File: config.mk
export PLATFORM = sky130hd
export DESIGN_NAME = mips_instr_loader
export DESIGN_NICKNAME = d
export VERILOG_FILES = /design/src/rtl/mips_pkg.sv /design/src/rtl/mips_encoder.sv /design/src/rtl/mips_instr_loader.sv
export SDC_FILE = /design/constraint.sdc
export NUM_CORES = 1
export LEC_CHECK = 0
export CAP_MARGIN = 30
export CORE_MARGIN = 2
export CORE_UTILIZATION = 35
export CTS_CLUSTER_SIZE = 14
export DETAILED_ROUTE_END_ITERATION = 10
export PLACE_DENSITY = 0.77
export SLEW_MARGIN = 20
export SYNTH_ARGS = -nofsm -noshare
export SYNTH_HDL_FRONTEND = slang
export SYNTH_SLANG_ARGS = --single-unit
File: constraint.sdc
create_clock -name clk -period 1.6 [get_ports clk]
set_clock_uncertainty 0.05 [all_clocks]
set_input_delay 0.4 -clock clk [delete_from_list [all_inputs] [get_ports clk]]
set_output_delay 0.4 -clock clk [all_outputs]
set_load 0.05 [all_outputs]
File: src/rtl/mips_pkg.sv
// Shared MIPS encodings: opcode/funct constants, loader mnemonics, and the
// loader FSM state type.
package mips_pkg;

   localparam logic [5:0] OP_RTYPE = 6'b000000;
   localparam logic [5:0] OP_J     = 6'b000010;
   localparam logic [5:0] OP_JAL   = 6'b000011;
   localparam logic [5:0] OP_BEQ   = 6'b000100;
   localparam logic [5:0] OP_BNE   = 6'b000101;
   localparam logic [5:0] OP_ADDI  = 6'b001000;
   localparam logic [5:0] OP_SLTI  = 6'b001010;
   localparam logic [5:0] OP_SLTIU = 6'b001011;
   localparam logic [5:0] OP_ANDI  = 6'b001100;
   localparam logic [5:0] OP_ORI   = 6'b001101;
   localparam logic [5:0] OP_XORI  = 6'b001110;
   localparam logic [5:0] OP_LUI   = 6'b001111;
   localparam logic [5:0] OP_LW    = 6'b100011;
   localparam logic [5:0] OP_SW    = 6'b101011;
   localparam logic [5:0] FUNCT_JR = 6'b001000;

   typedef enum logic [3:0] {
      MN_R       = 4'd0,
      MN_JR      = 4'd1,
      MN_J       = 4'd2,
      MN_JAL     = 4'd3,
      MN_BEQ     = 4'd4,
      MN_BNE     = 4'd5,
      MN_ADDI    = 4'd6,
      MN_SLTI    = 4'd7,
      MN_SLTIU   = 4'd8,
      MN_ANDI    = 4'd9,
      MN_ORI     = 4'd10,
      MN_XORI    = 4'd11,
      MN_LUI     = 4'd12,
      MN_LW      = 4'd13,
      MN_SW      = 4'd14,
      MN_ILLEGAL = 4'd15
   } mnemonic_e;

   typedef enum logic [1:0] {
      S_IDLE,
      S_ACCEPT,
      S_WRITE,
      S_FULL
   } state_e;

endpackage

File: src/rtl/mips_encoder.sv
// Combinational mnemonic-fields to 32-bit MIPS word encoder with illegal flag.
module mips_encoder
   import mips_pkg::*;
(
   input  logic [3:0]  op,
   input  logic [4:0]  rs,
   input  logic [4:0]  rt,
   input  logic [4:0]  rd,
   input  logic [4:0]  shamt,
   input  logic [5:0]  funct,
   input  logic [15:0] imm,
   input  logic [25:0] target,
   output logic [31:0] word,
   output logic        illegal
);

   always_comb begin
      word    = '0;
      illegal = 1'b0;
      case (mnemonic_e'(op))
         // An R-type carrying the JR funct must go through the JR mnemonic.
         MN_R: begin
            word    = {OP_RTYPE, rs, rt, rd, shamt, funct};
            illegal = (funct == FUNCT_JR);
         end
         MN_JR:    word = {OP_RTYPE, rs, 15'b0, FUNCT_JR};
         MN_J:     word = {OP_J, target};
         MN_JAL:   word = {OP_JAL, target};
         MN_BEQ:   word = {OP_BEQ, rs, rt, imm};
         MN_BNE:   word = {OP_BNE, rs, rt, imm};
         MN_ADDI:  word = {OP_ADDI, rs, rt, imm};
         MN_SLTI:  word = {OP_SLTI, rs, rt, imm};
         MN_SLTIU: word = {OP_SLTIU, rs, rt, imm};
         MN_ANDI:  word = {OP_ANDI, rs, rt, imm};
         MN_ORI:   word = {OP_ORI, rs, rt, imm};
         MN_XORI:  word = {OP_XORI, rs, rt, imm};
         MN_LUI:   word = {OP_LUI, 5'b0, rt, imm};
         MN_LW:    word = {OP_LW, rs, rt, imm};
         MN_SW:    word = {OP_SW, rs, rt, imm};
         default:  illegal = 1'b1;
      endcase
   end

endmodule

File: src/rtl/mips_instr_loader.sv
// Program loader: accepts instruction fields, encodes them and writes the
// words sequentially into instruction memory over a req/ack port.
module mips_instr_loader
   import mips_pkg::*;
#(
   parameter int unsigned ADDR_W    = 8,
   parameter int unsigned BASE_ADDR = 0,
   parameter int unsigned DEPTH     = 256
) (
   input  logic              clk,
   input  logic              rst_n,
   input  logic              start,
   input  logic              in_valid,
   output logic              in_ready,
   input  logic [3:0]        in_op,
   input  logic [4:0]        in_rs,
   input  logic [4:0]        in_rt,
   input  logic [4:0]        in_rd,
   input  logic [4:0]        in_shamt,
   input  logic [5:0]        in_funct,
   input  logic [15:0]       in_imm,
   input  logic [25:0]       in_target,
   output logic              imem_we,
   output logic [ADDR_W-1:0] imem_addr,
   output logic [31:0]       imem_wdata,
   input  logic              imem_ack,
   output logic [ADDR_W:0]   load_count,
   output logic              full,
   output logic              err_illegal
);

   localparam logic [ADDR_W-1:0] BASE_C  = ADDR_W'(BASE_ADDR);
   localparam logic [ADDR_W:0]   DEPTH_C = (ADDR_W + 1)'(DEPTH);

   state_e            state, state_n;
   logic [31:0]       word_q;
   logic [ADDR_W:0]   count_q;
   logic              err_q;
   logic [31:0]       enc_word;
   logic              enc_illegal;
   logic              take;
   logic              take_legal;
   logic              take_illegal;
   logic              write_done;
   logic [ADDR_W:0]   count_inc;

   mips_encoder u_encoder (
      .op      (in_op),
      .rs      (in_rs),
      .rt      (in_rt),
      .rd      (in_rd),
      .shamt   (in_shamt),
      .funct   (in_funct),
      .imm     (in_imm),
      .target  (in_target),
      .word    (enc_word),
      .illegal (enc_illegal)
   );

   assign count_inc = count_q + 1'b1;

   always_comb begin
      state_n      = state;
      take         = 1'b0;
      take_legal   = 1'b0;
      take_illegal = 1'b0;
      write_done   = 1'b0;
      if (start) begin
         state_n = S_ACCEPT;
      end else begin
         case (state)
            S_IDLE:   state_n = S_IDLE;
            S_ACCEPT: begin
               take         = in_valid;
               take_legal   = in_valid && !enc_illegal;
               take_illegal = in_valid && enc_illegal;
               if (take_legal) state_n = S_WRITE;
            end
            S_WRITE: begin
               write_done = imem_ack;
               if (imem_ack) state_n = (count_inc == DEPTH_C) ? S_FULL : S_ACCEPT;
            end
            S_FULL:   state_n = S_FULL;
            default:  state_n = S_IDLE;
         endcase
      end
   end

   always_ff @(posedge clk or negedge rst_n) begin
      if (!rst_n) begin
         state   <= S_IDLE;
         word_q  <= '0;
         count_q <= '0;
         err_q   <= 1'b0;
      end else begin
         state <= state_n;
         if (take_legal) word_q <= enc_word;
         if (start) begin
            count_q <= '0;
            err_q   <= 1'b0;
         end else begin
            if (write_done)   count_q <= count_inc;
            if (take_illegal) err_q   <= 1'b1;
         end
      end
   end

   assign in_ready    = (state == S_ACCEPT);
   assign imem_we     = (state == S_WRITE);
   assign imem_addr   = BASE_C + count_q[ADDR_W-1:0];
   assign imem_wdata  = word_q;
   assign load_count  = count_q;
   assign full        = (count_q == DEPTH_C);
   assign err_illegal = err_q;

endmodule

# Word-level counts from Yosys, hierarchy flattened
# Cells that the tools add are included.
# Widths: inputs -> output; s select.
# word_totals
inputBits,77
ramBits,0
latchBits,0
romBits,0
reg_bits,44
n_memories,0
wordCells,53
# classes
n_addsub,1
div_mod_pow,0
n_bitwise,0
muxes,17
n_eq_ne,22
n_mul,0
n_lt_le_gt_ge,0
reduce_logical,9
n_shift,0
# ops
op,n
$pmux 32 s15,1
$eq 4x4->1 const B,7
$eq 9x9->1 const B,2
$mux 9,2
$eq 4x3->1 const B,4
$reduce_or 14->1,1
$add 9x1->9 const B,1
$eq 4x2->1 const B,2
$mux 1,8
$mux 2,4
$pmux 2 s4,1
$eq 6x4->1 const B,1
$ne 3x2->1 const B,2
$eq 2x2->1 const B,2
$eq 4x1->1 const B,1
$logic_not 4->1,1
$reduce_bool 2->1,2
$eq 2x1->1 const B,1
$logic_and 1x1->1,2
$logic_not 2->1,1
$pmux 1 s2,1
$reduce_and 2->1,1
$logic_not 1->1,1

# Logic depth before layout (Yosys ltp)
# depth
word_depth,8
mapped_depth,7

# By module
# Synthesis repeated with hierarchy kept, for this count alone.
# unflattened
hier_cells,296
area_unflattened_um2,2876.5
# by_module_without_submodules
module,instances,cells_per_inst,area_each_um2
mips_instr_loader,1,159,1991.9
mips_encoder,1,137,884.6

# Worst setup path before layout
# Ideal clock, no wire load.
# synth_path
kind,flip-flop to flip-flop
start,register state[1]
end,register word_q[26] (netlist: imem_wdata[26])
path_buffers,2
synth_period_minus_slack_ps,2194
required_ps,1485
setup_ps,65
setup_slack_ps,-594
stages_incl_launch_ff,7
arrival_ps,2079
cell_sequence,dfrtp_1 -> clkbuf_1 -> nor2b_1 -> nand4b_4 -> buf_6 -> a211oi_1 -> a21o_1
# synth_via
elab_chain_len,3
# synth_lines
item,line_no,text
start: declaration,mips_instr_loader.sv:35,"state_e state, state_n;"
start signal: assignment,mips_instr_loader.sv:96,state <= state_n;
$eq 2x1->1,-,
net in_ready,mips_instr_loader.sv:14,"output logic in_ready,"
$mux 1,mips_instr_loader.sv:71,case (state)
$mux 1,mips_instr_loader.sv:68,if (start) begin
end signal: assignment,mips_instr_loader.sv:97,if (take_legal) word_q <= enc_word;
end: declaration,mips_instr_loader.sv:36,logic [31:0] word_q;
# The timed path passes the listed nets, and every way through them passes these cells.
# A chain may end at the register's enable or synchronous reset.

# Worst setup path after layout
# layout_path
start,register count_q[1] (netlist: load_count[1])
end,output full
# layout_via
elab_chain_len,1
# layout_lines
item,line_no,text
start: declaration,mips_instr_loader.sv:37,logic [ADDR_W:0] count_q;
start signal: assignment,mips_instr_loader.sv:102,if (write_done) count_q <= count_inc;
$eq 9x9->1,mips_instr_loader.sv:113,assign full = (count_q == DEPTH_C);
end: declaration,mips_instr_loader.sv:28,"output logic full,"
# Every way passes these cells.

==> run_results.csv <==
group,metric,value,unit
outcome,status,"complete, but fails checks",
outcome,violations,"setup timing",
layout,drive_gt1_share,38.41,%
critical_path,worstPathArrival,1.50,ns
power,max-vdd-ir-drop,0.8066,mV
global_route,grt_pass1_vias,2663,
yosys,syn_area_per_cell,9.342,um2
floorplanning,dieArea,7426,um2
yosys,seq_area_frac_synth,45.53,%
placed_design,pre_cts_slack,-0.5798,ns
floorplanning,rows,29,
yosys,synthTopCellsByArea,"dfrtp_1 46%, o21ai_0 7.0%, a222oi_1 6.4%",
layout,n_antenna_cell,0,
critical_path,critPathLaunchType,"flip-flop",
layout,fin_area,4947,um2
critical_path,reg2reg_depth,7,
cts,htreeDepth,2,
drt,vias_per_cell,5.190,
yosys,synth_area,2364,um2
cts,cts.clk_slew.worst_paths,0.08,ns
critical_path,critical_path.max_fanout,2,
yosys,synthArstFlopShare,100.0,%
sta,setup_viol_count_final,8,
cts,clock-sinks,43,
sta,fin_ws,-0.3469,ns
critical_path,reg2reg_setup_slack,-0.18,ns
yosys,synth_most_common_cell,"dfrtp_1",
power,powerDensity,929.9,nW/um2
yosys,synth_edf_count,0,
sta,min_period,1.947,ns
cts,clock_latency,0.29,ns
global_route,grt.total_usage,21.40,%
sta,min_period_over_period,121.7,%
yosys,synth_area_leader_cell,"dfrtp_1",
drt,drt_iter0_drc,137,
placed_design,dpl_cell_area,4507,um2
drt,vias,2616,
placed_design,gp_congestion,0.8765,
layout,register_area,1086,um2
floorplanning,ios,130,
critical_path,required,1.15,ns
global_route,grt_pass1_wl,12570,um
global_route,grt_antenna_before_repair,0,
cts,cts_tree,"yes",
drt,routed_wirelength,8297,um
sta,max_freq,513.6,MHz
layout,multi_input_area,1237,um2
flow_run,cap_violations,0,
global_route,top_usage_layer,"met2",
critical_path,critPathKind,"flip-flop to primary output",
sta,hold_viol_final,0,
power,power_frac_seq,33.1,%
power,power_switching,1.751,mW
global_route,grt_max_degree,25,
global_route,use_met1,23.58,%
placed_design,portBuffers,128,
drt,antenna_left,0,
hold_path,hold_class,"input pin to asynchronous set/reset pin",
yosys,ys.flop_type,"dfrtp_1",
cts,cts_buffers,5,
yosys,ys_ff_latch,43,
drt,drc_errors,0,
floorplanning,start_util,36.80,%
drt,firstDrtPassIters,5,
global_route,grtUsageMet2,41.09,%
global_route,overflow,0,
sta,slew_violations,0,
yosys,synth_cell_types,43,
power,leakage,2.170,nW
drt,wl_per_cell,16.46,um
placed_design,dpl.hpwl,6030,um
floorplanning,core_area,6422,um2
layout,area_delta_synth_final,109.3,%
yosys,synth_top_area_share,45.53,%
layout,nets,505,
yosys,syn_inst,253,
yosys,yosysWarnings,0,
power,clkPwrFrac,15.4,%
power,switching_share,38.06,%
critical_path,crit_path_end_kind,"primary output",
power,combPwrFrac,51.5,%
cts,cts-root-buf,"clkbuf_8",
layout,nFillCells,405,
floorplanning,die_w,86.18,um
cts,ctsLongestPathBuffers,2,
power,p_int,2.850,mW
floorplanning,die_h,86.18,um
global_route,grtUsageMet3,5.333,%
yosys,yosys-top-cells-count,"43 x dfrtp_1, 40 x nand2_1, 33 x o21ai_0",
sta,rsz0062_at_grt,"true",
yosys,synth_fp_nets,332,
## final cells by class
type	count	area share, %
sequential	43	21.95
multi-input combinational	179	25.01
clock buffer	7	1.745
timing repair buffer	191	48.79
inverter	6	0.4552
clock inverter	1	0.1012
tap	77	1.947
## critical path, cell delays in order (launching register included)
cell and delay (ns):
dfrtp_2 0.42, inv_2 0.07, ha_4 0.12, nor4b_2 0.16
and4b_2 0.28, buf_12 0.14
## kinds of logic after synthesis
group           after synthesis  synth area share, %
compound gates               80                23.51
xor+xnor                     10                3.705
fa+ha+maj                     2                1.059
buf+inv                      31                7.676
flops                        43                45.53
other cells                   1               0.1587
simple gates                 86                18.37
## cells in the final DEF, fill, tap and decap left out, types with 3 or more instances in the layout
cell	count
clkdlybuf4s50_1	64
buf_12	57
buf_4	49
nand2_1	38
dfrtp_1	35
o21ai_0	18
nor2_1	15
a222oi_1	15
o21ai_1	14
a22oi_1	10
a21oi_1	8
dfrtp_2	8
xor2_1	6
clkbuf_8	6
dlygate4sd2_1	6
inv_1	4
nor2_2	4
xnor2_1	4
a21o_1	3
clkbuf_16	3
buf_6	3
## sequential cells by signal (all words and copies together), names as in the netlist
| signal | flops |
|---|---|
| err_illegal | 1 |
| state | 2 |
| load_count | 9 |
| imem_wdata | 31 |
## metal layers
| metal | routed length, um | vias up |
|---|---|---|
| met2 | 4649 | 95 |
| met4 | 102 | 0 |
| met5 | 0 | - |
| met1 | 3006 | 1248 |
| li1 | - | 1260 |
| met3 | 539 | 13 |
## metrics by stage
step	std cells	utilization (%)	TNS [ns]	total power, mW	hold WS [ns]
floorplan	253	-	-0.3526	2.448	0.05441
global placement	475	70.17	-16.62	3.747	0.3322
detailed placement	475	70.17	-18.40	3.782	0.3338
CTS	498	74.46	-0.4766	4.563	0.01719
global route	504	77.03	-0.9318	4.795	0.02201
finish	504	77.03	-0.5937	4.600	0.01750
## power groups by stage
stage               sequential [mW]  clock, mW  combinational [mW]
floorplan                      2.11          0               0.338
global placement               1.53          0                2.21
detailed placement             1.54          0                2.24
CTS                            1.52      0.731                2.31
global route                   1.55      0.781                2.47
finish                         1.52      0.709                2.37
## repair_timing
item,CTS,global route
buffers inserted,14,3
cloned,1,3
hold buffers,0,0
resized for setup,28,37
pin swaps,6,9
setup endpoints to repair,36,30
## final timing paths
kind	start	to
min	rst_n	state[0]$_DFFE_PN0P_
max reg2reg	load_count[1]$_DFFE_PN0P_	state[1]$_DFFE_PN0P_
min reg2reg	imem_wdata[13]$_DFFE_PN0P_	imem_wdata[13]$_DFFE_PN0P_
min in group clk	imem_wdata[13]$_DFFE_PN0P_	imem_wdata[13]$_DFFE_PN0P_
max	load_count[1]$_DFFE_PN0P_	full
max in group asynchronous	rst_n	imem_wdata[28]$_DFFE_PN0P_
No activity file was read; power rests on OpenSTA's default activity.
